==> config.mk <==
export PLATFORM = sky130hd
export DESIGN_NAME = rank_order_filter
export DESIGN_NICKNAME = d
export VERILOG_FILES = /design/src/rtl/rank_filter_pkg.sv /design/src/rtl/oe_sort_stage.sv /design/src/rtl/rank_order_filter.sv
export SDC_FILE = /design/constraint.sdc
export NUM_CORES = 2
export LEC_CHECK = 0
export BUFFER_PORTS_ARGS = -buffer_cell sky130_fd_sc_hd__buf_2
export CORE_UTILIZATION = 35
export CTS_CLUSTER_SIZE = 12
export DETAILED_ROUTE_END_ITERATION = 10
export GPL_TIMING_DRIVEN = 0
export PLACE_DENSITY_LB_ADDON = 0.2
export SETUP_SLACK_MARGIN = 0.02
export SYNTH_ARGS = -nofsm -noshare
export SYNTH_HDL_FRONTEND = slang
export SYNTH_HIERARCHICAL = 1
export SYNTH_SLANG_ARGS = --single-unit
==> constraint.sdc <==
create_clock -name clk -period 3.5 [get_ports clk]
set_clock_uncertainty 0.05 [all_clocks]
set_input_delay 0.35 -clock clk [delete_from_list [all_inputs] [get_ports clk]]
set_output_delay 0.35 -clock clk [all_outputs]
set_load 0.01 [all_outputs]
==> src/rtl/rank_filter_pkg.sv <==
// Shared types and helpers for the rank-order filter pipeline.
package rank_filter_pkg;

   localparam int unsigned MAX_DATA_W = 16;

   typedef enum logic [1:0] {
      MODE_MEDIAN   = 2'd0,
      MODE_MIN      = 2'd1,
      MODE_MAX      = 2'd2,
      MODE_ADAPTIVE = 2'd3
   } filt_mode_e;

   // Side-band fields travelling with each window; data and centre are sized by the instantiator.
   typedef struct packed {
      logic       valid;
      filt_mode_e mode;
      logic       last;
   } stage_ctrl_t;

   // True when the low 'width' bits of pixel are all zeros or all ones.
   function automatic logic is_impulse(input logic [MAX_DATA_W-1:0] pixel,
                                       input int unsigned width);
      logic [MAX_DATA_W-1:0] full;
      full = '0;
      for (int unsigned i = 0; i < MAX_DATA_W; i++) begin
         if (i < width) full[i] = 1'b1;
      end
      return (pixel == '0) || (pixel == full);
   endfunction

endpackage

==> src/rtl/oe_sort_stage.sv <==
// One registered compare-exchange pass of an odd-even transposition sorter.
module oe_sort_stage
   import rank_filter_pkg::*;
#(
   parameter int unsigned DATA_W    = 8,
   parameter int unsigned N_TAPS    = 9,
   parameter bit          ODD_PHASE = 1'b1
) (
   input  logic                     clk,
   input  logic                     rst,
   input  logic                     en,
   input  stage_ctrl_t              up_ctrl,
   input  logic [N_TAPS*DATA_W-1:0] up_data,
   input  logic [DATA_W-1:0]        up_centre,
   output stage_ctrl_t              ctrl,
   output logic [N_TAPS*DATA_W-1:0] data,
   output logic [DATA_W-1:0]        centre
);

   localparam int unsigned VEC_W = N_TAPS * DATA_W;
   // Odd passes pair (0,1),(2,3)...; even passes pair (1,2),(3,4)...
   localparam int unsigned FIRST = ODD_PHASE ? 32'd0 : 32'd1;

   logic [VEC_W-1:0] swapped_c;

   // Smaller value to the lower index; ties stay put.
   always_comb begin
      swapped_c = up_data;
      for (int unsigned i = FIRST; i + 1 < N_TAPS; i += 2) begin
         if (up_data[(i+1)*DATA_W +: DATA_W] < up_data[i*DATA_W +: DATA_W]) begin
            swapped_c[i*DATA_W +: DATA_W]     = up_data[(i+1)*DATA_W +: DATA_W];
            swapped_c[(i+1)*DATA_W +: DATA_W] = up_data[i*DATA_W +: DATA_W];
         end
      end
   end

   always_ff @(posedge clk) begin
      if (!rst) begin
         ctrl   <= '0;
         data   <= '0;
         centre <= '0;
      end else if (en) begin
         ctrl   <= up_ctrl;
         data   <= swapped_c;
         centre <= up_centre;
      end
   end

endmodule

==> src/rtl/rank_order_filter.sv <==
// Pipelined rank-order filter: capture, N_TAPS sort passes, registered output select.
module rank_order_filter
   import rank_filter_pkg::*;
#(
   parameter int unsigned DATA_W = 8,
   parameter int unsigned N_TAPS = 9
) (
   input  logic                     clk,
   input  logic                     rst,
   input  logic                     in_valid,
   output logic                     in_ready,
   input  logic [N_TAPS*DATA_W-1:0] in_px,
   input  logic [1:0]               in_mode,
   input  logic                     in_last,
   output logic                     out_valid,
   input  logic                     out_ready,
   output logic [DATA_W-1:0]        out_px,
   output logic                     out_last
);

   localparam int unsigned VEC_W  = N_TAPS * DATA_W;
   localparam int unsigned CENTRE = N_TAPS / 2;

   if ((N_TAPS % 2) == 0 || N_TAPS < 3 || N_TAPS > 25 ||
       DATA_W < 4 || DATA_W > MAX_DATA_W) begin : g_bad_param
      $error("rank_order_filter: N_TAPS must be odd in 3..25 and DATA_W in 4..16");
   end

   stage_ctrl_t [N_TAPS:0]              st_ctrl;
   logic        [N_TAPS:0][VEC_W-1:0]   st_data;
   logic        [N_TAPS:0][DATA_W-1:0]  st_centre;

   logic              adv;
   logic [DATA_W-1:0] med_c;
   logic [DATA_W-1:0] sel_c;

   // Global stall: every register advances together or holds together.
   assign adv      = !out_valid || out_ready;
   assign in_ready = adv;

   stage_ctrl_t             cap_ctrl;
   logic [VEC_W-1:0]        cap_data;
   logic [DATA_W-1:0]       cap_centre;

   always_ff @(posedge clk) begin
      if (!rst) begin
         cap_ctrl   <= '0;
         cap_data   <= '0;
         cap_centre <= '0;
      end else if (adv) begin
         cap_ctrl.valid <= in_valid;
         cap_ctrl.mode  <= filt_mode_e'(in_mode);
         cap_ctrl.last  <= in_last;
         cap_data       <= in_px;
         cap_centre     <= in_px[CENTRE*DATA_W +: DATA_W];
      end
   end

   assign st_ctrl[0]   = cap_ctrl;
   assign st_data[0]   = cap_data;
   assign st_centre[0] = cap_centre;

   for (genvar k = 1; k <= int'(N_TAPS); k++) begin : g_stage
      oe_sort_stage #(
         .DATA_W    (DATA_W),
         .N_TAPS    (N_TAPS),
         .ODD_PHASE (bit'(k % 2))
      ) u_pass (
         .clk       (clk),
         .rst       (rst),
         .en        (adv),
         .up_ctrl   (st_ctrl[k-1]),
         .up_data   (st_data[k-1]),
         .up_centre (st_centre[k-1]),
         .ctrl      (st_ctrl[k]),
         .data      (st_data[k]),
         .centre    (st_centre[k])
      );
   end

   // Rank select from the fully sorted window.
   always_comb begin
      med_c = st_data[N_TAPS][CENTRE*DATA_W +: DATA_W];
      sel_c = med_c;
      case (st_ctrl[N_TAPS].mode)
         MODE_MIN:      sel_c = st_data[N_TAPS][0 +: DATA_W];
         MODE_MAX:      sel_c = st_data[N_TAPS][(N_TAPS-1)*DATA_W +: DATA_W];
         MODE_ADAPTIVE: sel_c = is_impulse(MAX_DATA_W'(st_centre[N_TAPS]), DATA_W) ?
                                med_c : st_centre[N_TAPS];
         default:       sel_c = med_c;
      endcase
   end

   always_ff @(posedge clk) begin
      if (!rst) begin
         out_valid <= 1'b0;
         out_px    <= '0;
         out_last  <= 1'b0;
      end else if (adv) begin
         out_valid <= st_ctrl[N_TAPS].valid;
         if (st_ctrl[N_TAPS].valid) begin
            out_px   <= sel_c;
            out_last <= st_ctrl[N_TAPS].last;
         end
      end
   end

endmodule

---- Word-level counts from Yosys, hierarchy flattened ----
Index checks and enable logic that the tools add are counted.
operators by class
  div/mod/pow operators ................... 0
  multiply operators ...................... 0
  magnitude comparators ................... 36
  shift operators ......................... 0
  bitwise logic cells ..................... 0
  multiplexer cells ....................... 39
  add/sub/neg operators ................... 0
  reductions and logical operators ........ 5
  eq/ne operators ......................... 4
operators with widths
  kind                count
  $mux 16             36
  $lt 8x8->1          36
  $pmux 8 s3          1
  $eq 8x8->1          1
  $logic_not 8->1     1
  $mux 8              1
  $eq 2x2->1 const B  2
  $eq 2x1->1 const B  1
  $logic_or 1x1->1    2
  $reduce_and 2->1    1
  $logic_not 1->1     1
  $mux 1              1
word-level totals
  bits in read-only memories .............. 0
  output and inout bits ................... 11
  latch bits .............................. 0
  flip-flop bits (word level) ............. 850
  memories ................................ 0
  RAM bits ................................ 0

---- Longest topological paths before layout ----
  word-level depth ........................ 6
  gate-level depth with buffers ........... 8

---- Modules after synthesis ----
The synthesis kept the hierarchy.
by module, submodules not included
  module             cells each  instances  area an instance (µm²)
  oe_sort_stage      441         9          4269.1
  rank_order_filter  446         1          3588.4

---- Worst setup path before layout ----
Ideal clock, no wire load.
  path type ............................... reg2reg
  start point ............................. register out_valid
  end point ............................... register g_stage[1].u_pass.data[0]
  setup slack ............................. 768 ps
  data required time ...................... 3317 ps
  library setup time ...................... 133 ps
  stages on the path, launching flop included .. 9
  arrival ................................. 2550 ps
  buffers on the path ..................... 5
  clock period less this slack ............ 2732 ps
  path through ............................ dfxtp_1 > nor2b_1 > buf_2 > inv_2 > clkbuf_1 > buf_2 > buf_2 > clkbuf_1 > a21oi_1
between the ends
  word-level cells in the longest chain between the ends .. 2
RTL lines
  item                    RTL line                  text
  start, declared         rank_order_filter.sv:15   output logic out_valid,
  start signal, assigned  rank_order_filter.sv:100  out_valid <= st_ctrl[N_TAPS].valid;
  $logic_not 1->1         rank_order_filter.sv:38   assign adv = !out_valid || out_ready;
  $logic_or 1x1->1        rank_order_filter.sv:38
  named net in_ready      rank_order_filter.sv:11   output logic in_ready,
  end signal, assigned    oe_sort_stage.sv:44       data <= swapped_c;
  end, declared           oe_sort_stage.sv:16       output logic [N_TAPS*DATA_W-1:0] data,
The timed path passes the listed nets, and every way through them passes these cells.
A chain may end at the register's enable or synchronous reset.

---- Worst setup path after layout ----
  start point ............................. register out_valid
  end point ............................... register g_stage[2].u_pass.data[69]
between the ends
  word-level cells in the longest chain between the ends .. 2
RTL lines
  item                  RTL line
  $logic_not 1->1       rank_order_filter.sv:38
  $logic_or 1x1->1      rank_order_filter.sv:38
  end signal, assigned  oe_sort_stage.sv:44
  end, declared         oe_sort_stage.sv:16
Every way passes these cells.

==> run summary <==
outcome -> finished clean
core box area -> 0.108 mm²
Syn Nets -> 4,347
DRT antenna net count -> 0
utilization after layout -> 40.9%
clock sink count -> 762
Avg Cell Area, Syn -> 9.51 µm²
required time of the critical path -> 3.94 ns
FF-to-FF Start -> out_valid
P_leak -> 19.8 nW
initial core utilization -> 35.5%
DP Worst Slack -> 0.133 ns
Worst Max-Slew Pin Slew -> 1.30 ns
gr usage total -> 18.3%
Area after DPL -> 0.0405 mm²
yosys warns -> 6
initial DRC count -> 1,474
Max Cap Viol -> 0
layout net count -> 4,600
setup repair after global routing missed its margin -> no
first-pass GRT wire length -> 162,000 µm
part of the power in the clock network -> 38.3%
fillers -> 10,769
fin crit share -> 96.1%
hold wc startpoint -> rst
DRT Pass-1 Iters -> 8
GPL Wtd Cong -> 0.824
Peak Freq -> 0.297 GHz
CTS root buf -> clkbuf_16
Max Slew Vio Count -> 0
post-CTS setup buffers -> 0
Setup Viol. Count Final -> 0
HP Class -> in -> reg
Post-Syn Instances -> 4,030
antenna violations before repair -> 5
CTS Buf Count -> 85
Max VDD drop -> 0.409 mV
DIE WIDTH -> 333 µm
switching part of the total power -> 27.4%
post-route minimum period -> 3.36 ns
number of I/O pins -> 90
Rows -> 120
setup slack after layout -> 0.138 ns
pin count of the biggest net entering global routing -> 38
share of post-route cells with drive strength above 1 -> 9.55%
DR vias/cell -> 5.04
# DRC -> 0
crit start category -> register
final worst hold slack -> 0.0580 ns
Detail Placement HPWL -> 78,200 µm
worst slew margin relative to its limit -> 13.6%
Die ar. -> 0.111 mm²
Final Cell Area -> 0.0441 mm²
clock slew at reported path FFs -> 0.06 ns
Worst Setup End Kind -> register
Comb power frac -> 21.4%
wire per inst -> 17.8 µm
# port buffers -> 88
sequential fraction of design power -> 40.3%
Crit Path Category -> reg -> reg
H-tree depth -> 3
vias in the first global route -> 28,304
total power per unit cell area -> 532 mW/mm²
DR vias -> 28,976
CTS tree -> built
Switch Pwr -> 6.42 mW
Routed WL -> 102,000 µm
Critical Path AT -> 3.80 ns
Post-Syn Area -> 0.0383 mm²
Syn-to-layout area delta -> 15.2%
Clk Latency, worst-skew pair -> 0.64 ns
gr ovfl total -> 0
DIE HEIGHT -> 333 µm
cts repair resizes -> 0
clock buffer depth -> 3
crit path max fanout -> 38
CP startpoint -> out_valid
Hold Violations, Final -> 0
cell-internal power -> 17.1 mW
-- stage by stage --
stage / setup TNS, ns / cells / total power, mW
floorplan: 0 / 4030 / 13.8
global placement: -1305.85 / 5521 / 14.6
detailed placement: 0 / 5522 / 14.6
CTS: 0 / 5749 / 23.8
global route: 0 / 5749 / 24.5
finish: 0 / 5751 / 23.5
-- worst max-delay path: stages (launching register included) --
cell and delay, ns:
dfxtp_1 0.31, nor2b_1 0.12, buf_2 0.17, inv_2 0.29
clkbuf_4 0.40, buf_16 0.27, buf_2 0.32, buf_2 0.41
clkbuf_1 0.62, a21oi_1 0.13
-- state kept, by name, summed over array words and instances, names as in the netlist --
| signal | flops |
|---|---|
| g_stage.u_pass/data | 568 |
| cap_data | 72 |
| g_stage.u_pass/centre | 72 |
| g_stage.u_pass/ctrl | 36 |
| out_px | 8 |
| cap_ctrl | 4 |
| out_last | 1 |
| out_valid | 1 |
-- power by group through the flow --
| stage | clock network [mW] | registers (mW) | logic, mW |
|---|---|---|---|
| global placement | 0 | 9.65 | 4.91 |
| global route | 9.58 | 9.51 | 5.42 |
| floorplan | 0 | 9.46 | 4.36 |
| finish | 8.99 | 9.46 | 5.02 |
| detailed placement | 0 | 9.65 | 4.97 |
| CTS | 9.23 | 9.46 | 5.06 |
-- path summary, 6_finish.rpt --
| kind | slack (ns) | to | cells past startpoint |
|---|---|---|---|
| hold reg to reg | 0.41 | out_last | 2 |
| setup / recovery | 0.14 | g_stage[2].u_pass/data[69] | 9 |
| setup reg to reg | 0.14 | g_stage[2].u_pass/data[69] | 9 |
| hold / removal | 0.06 | g_stage[1].u_pass/data[63] | 3 |
-- metal layers --
| metal | global-route usage [%] | vias up | part of all wire [%] |
|---|---|---|---|
| li1 | - | 14825 | - |
| met1 | 24.0 | 13588 | 48 |
| met2 | 30.7 | 429 | 46 |
| met3 | 2.27 | 134 | 2.8 |
| met4 | 6.42 | 0 | 3.4 |
| met5 | 0 | - | 0 |
-- cells in the final DEF, fill, tap and decap left out, types with 25 or more instances in the layout --
cell             n
dfxtp_1        762
mux2i_1        676
a21oi_1        544
o21ai_0        498
inv_1          240
ha_1           238
clkbuf_1       225
nor2b_1        187
nand2_1        155
buf_2          124
clkbuf_16       88
dlygate4sd3_1   77
a21boi_0        52
a21o_1          43
nand2b_1        42
and2_1          35
and3_1          34
nand3_2         34
o21ai_1         34
o211ai_4        34
buf_12          34
a21boi_1        25
a21o_2          25
a31oi_2         25
-- area by class of cell --
| class | count | area, µm² | share of cell area, % |
|---|---|---|---|
| diodes | 2 | 5.00 | 0.0113 |
| plain buffers | 280 | 1650 | 3.75 |
| clock buffers | 123 | 2510 | 5.70 |
| clock inverters | 27 | 288 | 0.652 |
| inverters | 241 | 905 | 2.05 |
| multi-input cells | 2747 | 20500 | 46.5 |
| flip-flops and latches | 762 | 15300 | 34.6 |
| well taps | 1403 | 1760 | 3.98 |
| repair buffers | 166 | 1240 | 2.81 |
-- repair_timing --
| action | in CTS | in global routing |
|---|---|---|
| hold endpoints to repair | 81 | 0 |
| hold buffers | 77 | 0 |
| setup endpoints to repair | 0 | 0 |
(Power assumes the default switching activity.)
